==> config.mk <==
export PLATFORM = sky130hd
export DESIGN_NAME = life_monitor
export DESIGN_NICKNAME = d
export VERILOG_FILES = /design/src/rtl/life_pkg.sv /design/src/rtl/popcount64.sv /design/src/rtl/life_monitor.sv
export SDC_FILE = /design/constraint.sdc
export NUM_CORES = 1
export LEC_CHECK = 0
export CAP_MARGIN = 0
export CORE_MARGIN = 1.5
export CORE_UTILIZATION = 65
export DETAILED_ROUTE_END_ITERATION = 7
export DONT_BUFFER_PORTS = 1
export PLACE_DENSITY = 0.93
export SYNTH_ARGS = -nofsm -noshare
export SYNTH_HDL_FRONTEND = slang
export SYNTH_HIERARCHICAL = 1
export SYNTH_SLANG_ARGS = --single-unit
==> constraint.sdc <==
create_clock -name clk -period 11.9 [get_ports clk]
set_input_delay 1.19 -clock clk [delete_from_list [all_inputs] [get_ports clk]]
set_output_delay 1.19 -clock clk [all_outputs]
set_load 0.01 [all_outputs]
==> src/rtl/life_pkg.sv <==
// Shared types and sizes for the 8x8 Game-of-Life grid and its run monitor.
package life_pkg;

  localparam int GRID_N  = 8;
  localparam int CELLS_W = 64;

  typedef enum logic [2:0] {
    ST_RUN     = 3'd0,
    ST_STILL   = 3'd1,
    ST_OSC2    = 3'd2,
    ST_EXTINCT = 3'd3,
    ST_TIMEOUT = 3'd4
  } status_e;

endpackage

==> src/rtl/popcount64.sv <==
// Live-cell counter over the flattened grid; purely combinational, zero latency.
module popcount64
  import life_pkg::*;
(
  input  logic [CELLS_W-1:0] vec,
  output logic [6:0]         count
);

  always_comb begin
    count = '0;
    for (int i = 0; i < CELLS_W; i++) begin
      count = count + 7'(vec[i]);
    end
  end

endmodule

==> src/rtl/life_monitor.sv <==
// Observes one generation per clock and classifies the run; result appears one edge after
// the deciding generation, then everything freezes until rst (no backpressure, never stalls).
module life_monitor
  import life_pkg::*;
#(
  parameter int MAX_GENS = 1000,
  parameter int GEN_W    = 16
) (
  input  logic                           clk,
  input  logic                           rst,
  input  logic [GRID_N-1:0][GRID_N-1:0]  cells,
  output logic [GEN_W-1:0]               gen_count,
  output logic [6:0]                     population,
  output status_e                        status,
  output logic                           done,
  output logic                           done_pulse,
  output logic [CELLS_W-1:0]             final_cells
);

  logic [CELLS_W-1:0] grid;
  logic [CELLS_W-1:0] prev1;
  logic [CELLS_W-1:0] prev2;
  logic               v1;
  logic               v2;
  logic [6:0]         pop;
  logic [GEN_W-1:0]   gen_next;
  status_e            state_nxt;

  assign grid     = cells;
  assign gen_next = gen_count + GEN_W'(1);
  assign done     = (status != ST_RUN);

  popcount64 u_popcount (
    .vec   (grid),
    .count (pop)
  );

  always_ff @(posedge clk) begin
    if (rst) begin
      status <= ST_RUN;
    end else begin
      status <= state_nxt;
    end
  end

  // Terminal states are absorbing; only RUN evaluates the priority chain.
  always_comb begin
    state_nxt = status;
    if (status == ST_RUN) begin
      if (pop == 7'd0) begin
        state_nxt = ST_EXTINCT;
      end else if (v1 && grid == prev1) begin
        state_nxt = ST_STILL;
      end else if (v2 && grid == prev2 && grid != prev1) begin
        state_nxt = ST_OSC2;
      end else if (gen_next == GEN_W'(MAX_GENS)) begin
        state_nxt = ST_TIMEOUT;
      end
    end
  end

  always_ff @(posedge clk) begin
    if (rst) begin
      gen_count   <= '0;
      population  <= '0;
      prev1       <= '0;
      prev2       <= '0;
      v1          <= 1'b0;
      v2          <= 1'b0;
      done_pulse  <= 1'b0;
      final_cells <= '0;
    end else begin
      done_pulse <= (status == ST_RUN) && (state_nxt != ST_RUN);
      if (!done) begin
        gen_count  <= gen_next;
        population <= pop;
        prev2      <= prev1;
        prev1      <= grid;
        v2         <= v1;
        v1         <= 1'b1;
        if (state_nxt != ST_RUN) begin
          final_cells <= grid;
        end
      end
    end
  end

endmodule
# == Yosys cells after proc, flatten, opt, wreduce, memory -nomap -nowiden ==
# Cells that the tools add are included.
# classes
mux,5
bitwise_logic,1
n_eq_ne,4
n_reduce_logical,9
n_addsub,64
# op_table
op,n
$add A7 B1 Y7,62
$eq A64 B64 Y1,2
$ne A64 B64 Y1,1
$add A16 B1 Y16 const B,1
$eq A16 B10 Y1 const B,1
$mux W3,5
$logic_not A7 Y1,1
$reduce_bool A3 Y1,2
$logic_and A1 B1 Y1,4
$logic_not A3 Y1,1
$add A1 B1 Y2,1
$reduce_and A2 Y1,1
$not A1 Y1,1
# totals
out_inout_bits,92
regBits,221
in_bits,66
elab_cells,92

# == Longest topological paths before layout ==
# logic_depth
word_depth,68
depth_mapped,28
depth_no_buf,26

# == Cells and area by module ==
# The synthesis kept the hierarchy.
# modules_own_cells
module,n_inst,cells_each,seq_area_each_um2,area_each_um2
life_monitor,1,1186,4424.2,10020.9
popcount64,1,191,0.0,1818.0

# == Least setup slack after synthesis ==
# Ideal clock, no wire load.
# synth_path
path_type,input to register
start,input port cells[0] (netlist name)
end,register final_cells[10]
setup_ns,0.072
n_path_buf,2
t_arrival_ns,8.010
path_slack_ns,3.818
stages,25
required_ns,11.828
path_cell_list,inv_1 > fa_1 > inv_1 > ha_1 > inv_1 > fa_1 > fa_1 > fa_1 > fa_1 > fa_1 > fa_1 > fa_1 > fa_1 > inv_1 > fa_1 > a211oi_1 > o21bai_1 > a21o_1 > or4_1 > nor4_1 > a21o_1 > o31a_2 > buf_12 > buf_12 > mux2i_1
# synth_between
elab_chain_len,68
word_cells_on_any_way,76
classes_between,add/sub: 63; eq/ne: 3; mux: 4; reduce/logical: 6
# synth_lines
element,line,rtl
start: declaration,life_monitor.sv:11,"input logic [GRID_N-1:0][GRID_N-1:0] cells,"
$add A1 B1 Y2,popcount64.sv:12,count = count + 7'(vec[i]);
$add A7 B1 Y7 (62 in series),popcount64.sv:12,
named net pop[6],life_monitor.sv:25,logic [6:0] pop;
$logic_not A7 Y1,life_monitor.sv:50,if (pop == 7'd0) begin
$mux W3,life_monitor.sv:50,
$mux W3,life_monitor.sv:49,if (status == ST_RUN) begin
$reduce_bool A3 Y1,life_monitor.sv:81,if (state_nxt != ST_RUN) begin
$reduce_and A2 Y1 (no line),n/a,
end signal: assignment,life_monitor.sv:82,final_cells <= grid;
end: declaration,life_monitor.sv:17,output logic [CELLS_W-1:0] final_cells
# The timed path passes the listed nets, and every way through them passes these cells.
# A chain may end at the register's enable or synchronous reset.

# == Final worst setup path ==
# layout_path
start,input port cells[39] (netlist name)
end,register final_cells[35]
# layout_between
elab_chain_len,30
word_cells_on_any_way,38
classes_between,add/sub: 25; eq/ne: 3; mux: 4; reduce/logical: 6
# layout_lines
element,line
$add A7 B1 Y7 (25 in series),popcount64.sv:12
named net pop[6],life_monitor.sv:25
$logic_not A7 Y1,life_monitor.sv:50
$mux W3,life_monitor.sv:50
$mux W3,life_monitor.sv:49
$reduce_bool A3 Y1,life_monitor.sv:81
$reduce_and A2 Y1 (no line),n/a
# The timed path passes the listed nets, and every way through them passes these cells.

==> flow_metrics.tcl <==
set metrics [dict create \
    syn_nets 1516 \
    dp_hpwl_mm 20.6 \
    critPathRequiredTime_ns 12.34 \
    post-place-cells 1536 \
    critPathKind "input port to register" \
    hp-start "prev2[43]" \
    antenna_found_initial 0 \
    leakagePower_nw 5.13 \
    layout.cells.non_filler 1574 \
    p_int_mw 2.53 \
    p_seq_share_pct 19.3 \
    yosys-top-cells-count "283 x nand2_1, 221 x dfxtp_1, 141 x a21oi_1" \
    worstPathArrival_ns 9.21 \
    synth_edf_count 0 \
    total_power_mw 4.47 \
    design.die.area_mm2 0.0190 \
    p_clk_share_pct 15.4 \
    layout-drive-gt1-share_pct 2.97 \
    cts.htree.levels 1 \
    clock_path_buffers 3 \
    cts-root-buf "clkbuf_16" \
    nets 1472 \
    synth_flop_cell "dfxtp_1" \
    ys_warn_count 6 \
    fillers 1318 \
    netlist_instances 1377 \
    ys_types 52 \
    grt_usage_pct 31.6 \
    cts_setup_buffers 0 \
    cts_tree "yes" \
    ctsHoldBuffers 0 \
    async_flop_share_pct 0 \
    grt_pass1_vias 9125 \
    skew_ns 0.0151 \
    clock-sinks 221 \
    drt_iter0_markers 1032 \
    r2r_slack_ns 7.99 \
    tightest_slew_ns 1.12 \
    p_sw_share_pct 43.3 \
    peakVddDrop_uv 656 \
    synthesis.area_mm2 0.0118 \
    core_area_mm2 0.0179 \
    worstPathMaxFanout 65 \
    dr.pass1.iters 6 \
    gp_congestion 0.939 \
    startpoint "cells[39]" \
    power_density_mw_per_mm2 357 \
    reg2reg_from "prev1[20]" \
    cap_violations 0 \
    initial_utilization_pct 66.1 \
    rsz0062_at_grt "false" \
    vias 9357 \
    comb_power_share_pct 65.3 \
    worstSetupStartpointType "input port" \
    cts_buffers 24 \
    grt_max_degree 286 \
    io_buffers 0 \
    finalWirelength_mm 29.8 \
    maxSlewHeadroom_pct 25.6 \
    p_sw_mw 1.94 \
    fin_crit_sh_pct 73.7 \
    post-route-drc-count 0 \
    path_clk_slew_ns 0.06 \
    holdCritPathClass "register to register" \
    synth_area_leaders "dfxtp_1 37%, fa_1 9.1%, nand2_1 9.0%, xor2_1 7.2%, nand2b_1 7.0%" \
    finalSetupViolCount 0 \
    critPathCaptureType "register" \
    synth_top_area_share_pct 37.4 \
    area_growth_syn_to_layout_pct 5.61 \
    hold_violations 0 \
    die_h_um 138 \
    num_antenna_cells 0 \
    grt-ovfl-total 0 \
    ant_nets 0 \
    tns_ns 0 \
    fin_util_pct 69.8 \
    grt_pass1_wl_mm 46.1 \
    fmax_mhz 114 \
    clk_latency_ns 0.52 \
    synth_top_cell_by_area "dfxtp_1" \
    num_io_pins 158 \
    ys_seq_elements 221 \
    seq_area_frac_synth_pct 37.4 \
    die_w_um 138 \
    cts_resized 0 \
    via_per_inst 5.94 \
    maxSlewViolCount 0 \
    synth_most_common_cell "nand2_1" \
    placementRows 49 \
    syn-mean-instance-area_um2 8.60 \
    outcome "finished clean" \
    min_period_ns 8.77 \
    wl_per_cell_um 18.9 \
]
## logic make-up after synthesis
logic type / count (synthesis) / synth area share [%]
AOI/OAI and AO/OA: 177 / 8.41
xor gates and xnor gates: 132 / 9.77
adders and majority gates: 73 / 11.1
buffers and inverters: 190 / 6.90
DFF: 221 / 37.4
muxes: 66 / 5.58
and+or+nand+nor: 518 / 20.8
## worst paths after layout
path,endpoint,cells past startpoint
worst max-delay path,final_cells[35],24
worst min-delay path,prev2[43],2
worst max register to register,final_cells[35],7
worst min register to register,prev2[43],2
## layer usage
layer / up-vias / global-route usage (%) / part of all wire, %
met1: 4411 / 38.1 / 38
met5: - / 0 / 0
met3: 118 / 9.03 / 11
li1: 4314 / - / -
met4: 0 / 18.8 / 5.8
met2: 514 / 50.1 / 46
## cells in the final DEF (no fill, tap or decap), types with 19 or more instances in the layout
master       n
clkbuf_16   25
mux2i_1     66
nor2_1      30
nand2b_1   133
xnor2_1     35
nand2_1    283
xor2_1      97
fa_1        54
ha_1        19
inv_1      116
dfxtp_1    221
a21oi_1    141
nor4_1      30
nand4_1     19
## power by group through the flow
stage               combinational, mW  clock, mW  sequential [mW]
global route                     3.26      0.727            0.867
floorplan                        2.53          0            0.868
detailed placement               2.83          0            0.878
CTS                              2.90      0.700            0.862
global placement                 2.68          0            0.875
finish                           2.92      0.689            0.863
## through the flow
| stage | hold WS, ns | cell area (um^2) | setup WS, ns |
|---|---|---|---|
| 6_report | 0.457 | 12500 | 3.13 |
| 3_5_place_dp | 0.445 | 11800 | 2.75 |
| 4_1_cts | 0.454 | 12500 | 3.22 |
| 3_3_place_gp | 0.440 | 11800 | 3.03 |
| 2_1_floorplan | 0.433 | 11800 | 3.82 |
| 5_1_grt | 0.478 | 12500 | 2.83 |
## registers in the layout (all words and copies together) (netlist names)
register     cells
prev2           64
population       7
gen_count       16
final_cells     64
prev1           64
v1               1
v2               1
done_pulse       1
status           3
## area by class of cell
cell class | count | area, um^2 | area share, %
multi-input combinational | 966 | 6610 | 52.9
sequential | 221 | 4420 | 35.4
clock buffer | 36 | 707 | 5.65
inverter | 117 | 442 | 3.53
tap | 229 | 287 | 2.29
timing repair buffer | 3 | 22.5 | 0.180
clock inverter | 2 | 10.0 | 0.0801
## critical path, cell delays in order
cell and delay (ns):
inv_1 0.03, fa_1 0.57, inv_1 0.06, fa_1 0.53, inv_1 0.08, fa_1 0.50
inv_1 0.05, fa_1 0.51, inv_1 0.07, fa_1 0.49, fa_1 0.54, fa_1 0.45
fa_1 0.54, fa_1 0.21, inv_1 0.08, fa_1 0.48, a211oi_1 0.30, o21bai_1 0.12
a21o_1 0.19, or4_1 0.50, nor4_1 0.30, a21o_1 0.19, o31a_4 0.89, mux2i_1 0.28
Power figures use the tool's default switching activity.
